--- src/rtl/hash160_pkg.sv ---
// Shared constants and state type for the Hash160 front end: start-byte default,
// block geometry and the fixed SHA-256 padding words for a 512-bit message.
package hash160_pkg;

   localparam logic [7:0]  DEFAULT_START_BYTE = 8'hAA;
   localparam int          WORDS_PER_BLOCK    = 16;
   localparam int          MSG_BYTES          = 64;
   localparam logic [31:0] PAD_WORD0          = 32'h8000_0000;
   localparam logic [31:0] LEN_WORD           = 32'h0000_0200;

   typedef enum logic [1:0] {
      ST_IDLE,
      ST_COLLECT,
      ST_SEND1,
      ST_SEND2
   } loader_state_t;

endpackage

--- src/rtl/hash160_msg_loader.sv ---
// Captures a 64-byte message after START_BYTE and streams it as a message block plus
// a fixed padding block of 16 big-endian words each. Optional macro: LOADER_STATUS_EN.
module hash160_msg_loader
   import hash160_pkg::*;
#(
   parameter logic [7:0] START_BYTE = DEFAULT_START_BYTE
`ifdef LOADER_STATUS_EN
   ,parameter int CNT_W = 8
`endif
) (
   input  logic        clk,
   input  logic        rst_n,
   input  logic [7:0]  i_text,
   output logic [31:0] o_word,
   output logic        o_word_valid,
   input  logic        i_word_ready,
   output logic [3:0]  o_word_idx,
   output logic        o_block_first,
   output logic        o_block_last,
   output logic        o_busy
`ifdef LOADER_STATUS_EN
   ,output logic [CNT_W-1:0] o_msg_count
`endif
);

   loader_state_t state_reg, state_next;
   logic [5:0]    byte_cnt_reg, byte_cnt_next;
   logic [3:0]    idx_reg, idx_next;
   logic [7:0]    byte_mem [MSG_BYTES];
   logic [31:0]   buf_word [WORDS_PER_BLOCK];
   logic [31:0]   pad_word;
   logic          last_word;

   always_ff @(posedge clk or negedge rst_n) begin
      if (!rst_n) begin
         state_reg    <= ST_IDLE;
         byte_cnt_reg <= '0;
         idx_reg      <= '0;
      end else begin
         state_reg    <= state_next;
         byte_cnt_reg <= byte_cnt_next;
         idx_reg      <= idx_next;
      end
   end

   // Message storage holds don't-care data outside a capture, so it needs no reset.
   always_ff @(posedge clk) begin
      if (state_reg == ST_COLLECT)
         byte_mem[byte_cnt_reg] <= i_text;
   end

   for (genvar gi = 0; gi < WORDS_PER_BLOCK; gi++) begin : g_pack
      assign buf_word[gi] = {byte_mem[4*gi], byte_mem[4*gi+1],
                             byte_mem[4*gi+2], byte_mem[4*gi+3]};
   end

   assign last_word = (idx_reg == 4'(WORDS_PER_BLOCK - 1));

   always_comb begin
      pad_word = '0;
      if (idx_reg == 4'd0)
         pad_word = PAD_WORD0;
      else if (last_word)
         pad_word = LEN_WORD;
   end

   always_comb begin
      state_next    = state_reg;
      byte_cnt_next = byte_cnt_reg;
      idx_next      = idx_reg;
      o_word        = '0;
      o_word_valid  = 1'b0;
      o_block_first = 1'b0;
      o_block_last  = 1'b0;
      unique case (state_reg)
         ST_IDLE: begin
            byte_cnt_next = '0;
            if (i_text == START_BYTE)
               state_next = ST_COLLECT;
         end
         ST_COLLECT: begin
            byte_cnt_next = byte_cnt_reg + 6'd1;
            if (byte_cnt_reg == 6'(MSG_BYTES - 1))
               state_next = ST_SEND1;
         end
         ST_SEND1: begin
            o_word        = buf_word[idx_reg];
            o_word_valid  = 1'b1;
            o_block_first = 1'b1;
            if (i_word_ready) begin
               idx_next = idx_reg + 4'd1;
               if (last_word)
                  state_next = ST_SEND2;
            end
         end
         ST_SEND2: begin
            o_word       = pad_word;
            o_word_valid = 1'b1;
            o_block_last = 1'b1;
            if (i_word_ready) begin
               idx_next = idx_reg + 4'd1;
               if (last_word)
                  state_next = ST_IDLE;
            end
         end
         default: state_next = ST_IDLE;
      endcase
   end

   assign o_word_idx = idx_reg;
   assign o_busy     = (state_reg != ST_IDLE);

`ifdef LOADER_STATUS_EN
   logic [CNT_W-1:0] msg_count_reg;

   always_ff @(posedge clk or negedge rst_n) begin
      if (!rst_n)
         msg_count_reg <= '0;
      else if (state_reg == ST_SEND2 && i_word_ready && last_word)
         msg_count_reg <= msg_count_reg + 1'b1;
   end

   assign o_msg_count = msg_count_reg;
`endif

endmodule

--- config.mk ---
export PLATFORM = sky130hd
export DESIGN_NAME = hash160_msg_loader
export DESIGN_NICKNAME = d
export VERILOG_FILES = /design/src/rtl/hash160_pkg.sv /design/src/rtl/hash160_msg_loader.sv
export SDC_FILE = /design/constraint.sdc
export NUM_CORES = 1
export LEC_CHECK = 0
export CORE_UTILIZATION = 64
export CTS_BUF_LIST = sky130_fd_sc_hd__clkbuf_4 sky130_fd_sc_hd__clkbuf_8
export DETAILED_ROUTE_END_ITERATION = 6
export GPL_TIMING_DRIVEN = 0
export PLACE_DENSITY_LB_ADDON = 0.2
export SYNTH_ARGS = -nofsm -noshare
export SYNTH_HDL_FRONTEND = slang
export SYNTH_SLANG_ARGS = --single-unit
--- constraint.sdc ---
create_clock -name clk -period 3.1 [get_ports clk]
set_input_delay 0.31 -clock clk [delete_from_list [all_inputs] [get_ports clk]]
set_output_delay 0.31 -clock clk [all_outputs]
set_load 0.02 [all_outputs]
==> impl_metrics.py <==
metrics = {
    "status": {
        "status": "complete, no violations",
    },
    "die": {
        "rows": 65,
        "die_y_um": 181.2,
        "die_w_um": 181.2,
        "initial_core_util": 0.6511,
        "ios": 51,
        "fp.coreArea_sq_mm": 0.03156,
        "die_area_sq_mm": 0.03283,
    },
    "timing": {
        "clock_skew_ps": 21.85,
        "setup_viol": 0,
        "period_minus_slack_ps": 3080,
        "post-route-period-util": 0.9934,
        "finalHoldViolCount": 0,
        "rsz0062_at_grt": "true",
        "tightest_slew_ps": 1199,
        "hold_slack_ps": 115.9,
        "slew_headroom": 0.1942,
        "drv_slew": 0,
        "timing.fmax_mhz": 324.7,
    },
    "global_route": {
        "grt_max_degree": 52,
        "antenna_found_initial": 1,
        "globalRouteMet3Util": 0.06007,
        "track_usage": 0.2858,
        "met1_usage": 0.3933,
        "grt_pass1_vias": 10551,
        "grt_util_met2": 0.4677,
        "overflow": 0,
        "grt_pass1_wl_um": 65980,
        "gr-max-usage-layer": "met2",
    },
    "drt": {
        "drt_pass1_iterations": 6,
        "vias": 10141,
        "routed_wl_um": 44940,
        "vias_per_cell": 6.530,
        "ant_nets": 0,
        "drt_iter0_markers": 1154,
        "wl_per_cell_um": 28.94,
        "drcViolationCount": 0,
    },
    "critical_path": {
        "crit_fanout": 10,
        "critPathArrivalTime_ps": 2770,
        "startpoint_type": "flip-flop",
        "required_ps": 2790,
        "critPathKind": "flip-flop to output port",
        "crit_path_end_kind": "output port",
    },
    "placed_design": {
        "gp_congestion": 0.8833,
        "dpl.cell_count": 1419,
        "io_buffers": 50,
        "dp_hpwl_um": 29650,
    },
    "logic_synthesis": {
        "synthTopCellsByArea": "edfxtp_1 (75%), mux4_2 (14%), mux2i_1 (3.4%)",
        "netlist_area_sq_mm": 0.02055,
        "synth_cell_types": 37,
        "synth.top_cell.area_share": 0.7483,
        "avgSynthCellArea_sq_um": 21.43,
        "synth_area_leader_cell": "edfxtp_1",
        "yosys_warnings": 0,
        "yosysSeqAreaShare": 0.7629,
        "syn_nets": 978,
        "netlist_instances": 959,
        "synth-seq-cells": 524,
    },
    "flow_run": {
        "maxCapViolCount": 0,
    },
    "power": {
        "p_total_mw": 13.39,
        "power_density_mw_per_mm2": 570.3,
        "p_leak_nw": 7.696,
        "ir_worst_vdd_mv": 0.3680,
    },
    "finish": {
        "syn_to_final_growth_pct": 14.32,
        "largest_reg_flops": 512,
        "fin_nets": 1119,
        "num-fill-cells": 1755,
        "drive_gt1_frac": 0.3076,
        "antennaDiodeCount": 0,
        "layout.cells.non_filler": 1553,
    },
    "clock_tree": {
        "cts_root_buf": "clkbuf_8",
        "numCtsBuffers": 80,
        "clk_pin_slew_worst_paths_ps": 70,
        "clock_latency_ps": 600,
        "cts_max_path_buffers": 3,
        "clock_sinks": 524,
        "htree_levels": 3,
        "tritoncts": "yes",
        "hold_buffers": 0,
    },
    "hold_path": {
        "hold_path.class": "primary input to asynchronous set/reset pin",
    },
}
## cell usage after synthesis (all sizes together)
cell type  instances
nand3b             1
a21oi              1
mux2               2
edfxtp           512
mux2i             69
o311ai             1
nor3               2
nor2b              5
o22ai             30
nand4              5
nand3             10
or2                3
mux4             126
inv                5
o211ai             1
clkbuf            18
o21ai             10
nand2b             6
a22oi              1
nand4bb            1
dfrtp             12
and2               1
xnor2              4
buf               37
ha                 8
o21a               2
a31oi              1
nand4b             1
or3                1
nor2              67
nand2             15
or4bb              1
## logic make-up after synthesis
group	count (synthesis)	synth area share
simple gates	119	0.02619
buf+inv	60	0.01754
xor+xnor	4	0.001705
mux	197	0.1728
fa+ha+maj	8	0.004872
compound gates	47	0.01401
flops	524	0.7629
## per-layer routing
metal | part of all wire | vias up
li1 | - | 4263
met1 | 0.39 | 5255
met2 | 0.50 | 536
met3 | 0.088 | 87
met4 | 0.022 | 0
met5 | 0 | -
## critical path, cell delays in order (launching register included)
cell	delay, ps
dfrtp_1	440
clkbuf_1	310
nand2b_1	220
clkbuf_1	550
o22ai_1	270
dlygate4sd2_1	380
## power by group
group          switching [mW]  leakage (nW)  internal [mW]  total (mW)
Clock                    2.52         0.792           2.95        5.47
Combinational           0.121          2.16         0.0296       0.151
Sequential            0.00146          4.75           7.78        7.78
## layout by cell type (no fill, tap or decap), types with 10 or more instances in the layout
master,n
buf_2,12
buf_6,13
buf_8,10
clkbuf_1,13
clkbuf_2,10
clkbuf_4,21
clkbuf_8,82
clkdlybuf4s15_2,12
clkdlybuf4s50_1,10
clkinv_1,15
dfrtp_1,10
dlygate4sd2_1,14
edfxtp_1,512
mux2i_1,50
mux2i_2,14
mux4_2,126
nand2_1,15
nand3_1,10
nor2_1,66
o22ai_1,22
## stage by stage
stage	TNS, ps	setup WS (ps)	util	area, sq um
global route	-2816	-79.60	0.7444	23490
global placement	-3422	-726.0	0.6830	21550
detailed placement	-222.5	-80.72	0.6872	21680
floorplan	0	700.1	-	20550
CTS	-16.48	-16.48	0.7434	23460
finish	0	20.47	0.7444	23490
## worst paths after layout
check	start	end	slack, ps	depth (start not counted)
min in group clk	i_text[1]	byte_mem[19][1]$_DFFE_PP_	120	1
max reg2reg	state_reg[1]$_DFFE_PN0P_	byte_mem[54][0]$_DFFE_PP_	110	6
min reg2reg	state_reg[1]$_DFFE_PN0P_	state_reg[1]$_DFFE_PN0P_	560	1
min	rst_n	byte_cnt_reg[4]$_DFFE_PN0P_	120	1
max	o_word_idx[2]$_DFFE_PN0P_	o_word[22]	20	5
max in group asynchronous	rst_n	o_word_idx[0]$_DFFE_PN0P_	2500	1
## layout make-up
| class | instances | area, sq um | share of cell area |
|---|---|---|---|
| clock buffers | 103 | 1286 | 0.05476 |
| clock inverters | 30 | 215.2 | 0.009162 |
| inverters | 5 | 18.77 | 0.0007990 |
| multi-input cells | 375 | 4695 | 0.1999 |
| flip-flops and latches | 524 | 15680 | 0.6674 |
| well taps | 402 | 503.0 | 0.02141 |
| plain buffers | 55 | 489.2 | 0.02083 |
| repair buffers | 59 | 604.3 | 0.02573 |
## timing repair
item,4_1_cts,5_1_grt
gates resized for setup,127,25
buffers inserted,0,1
setup endpoints to repair,32,90
No activity file was read; power rests on OpenSTA's default activity.
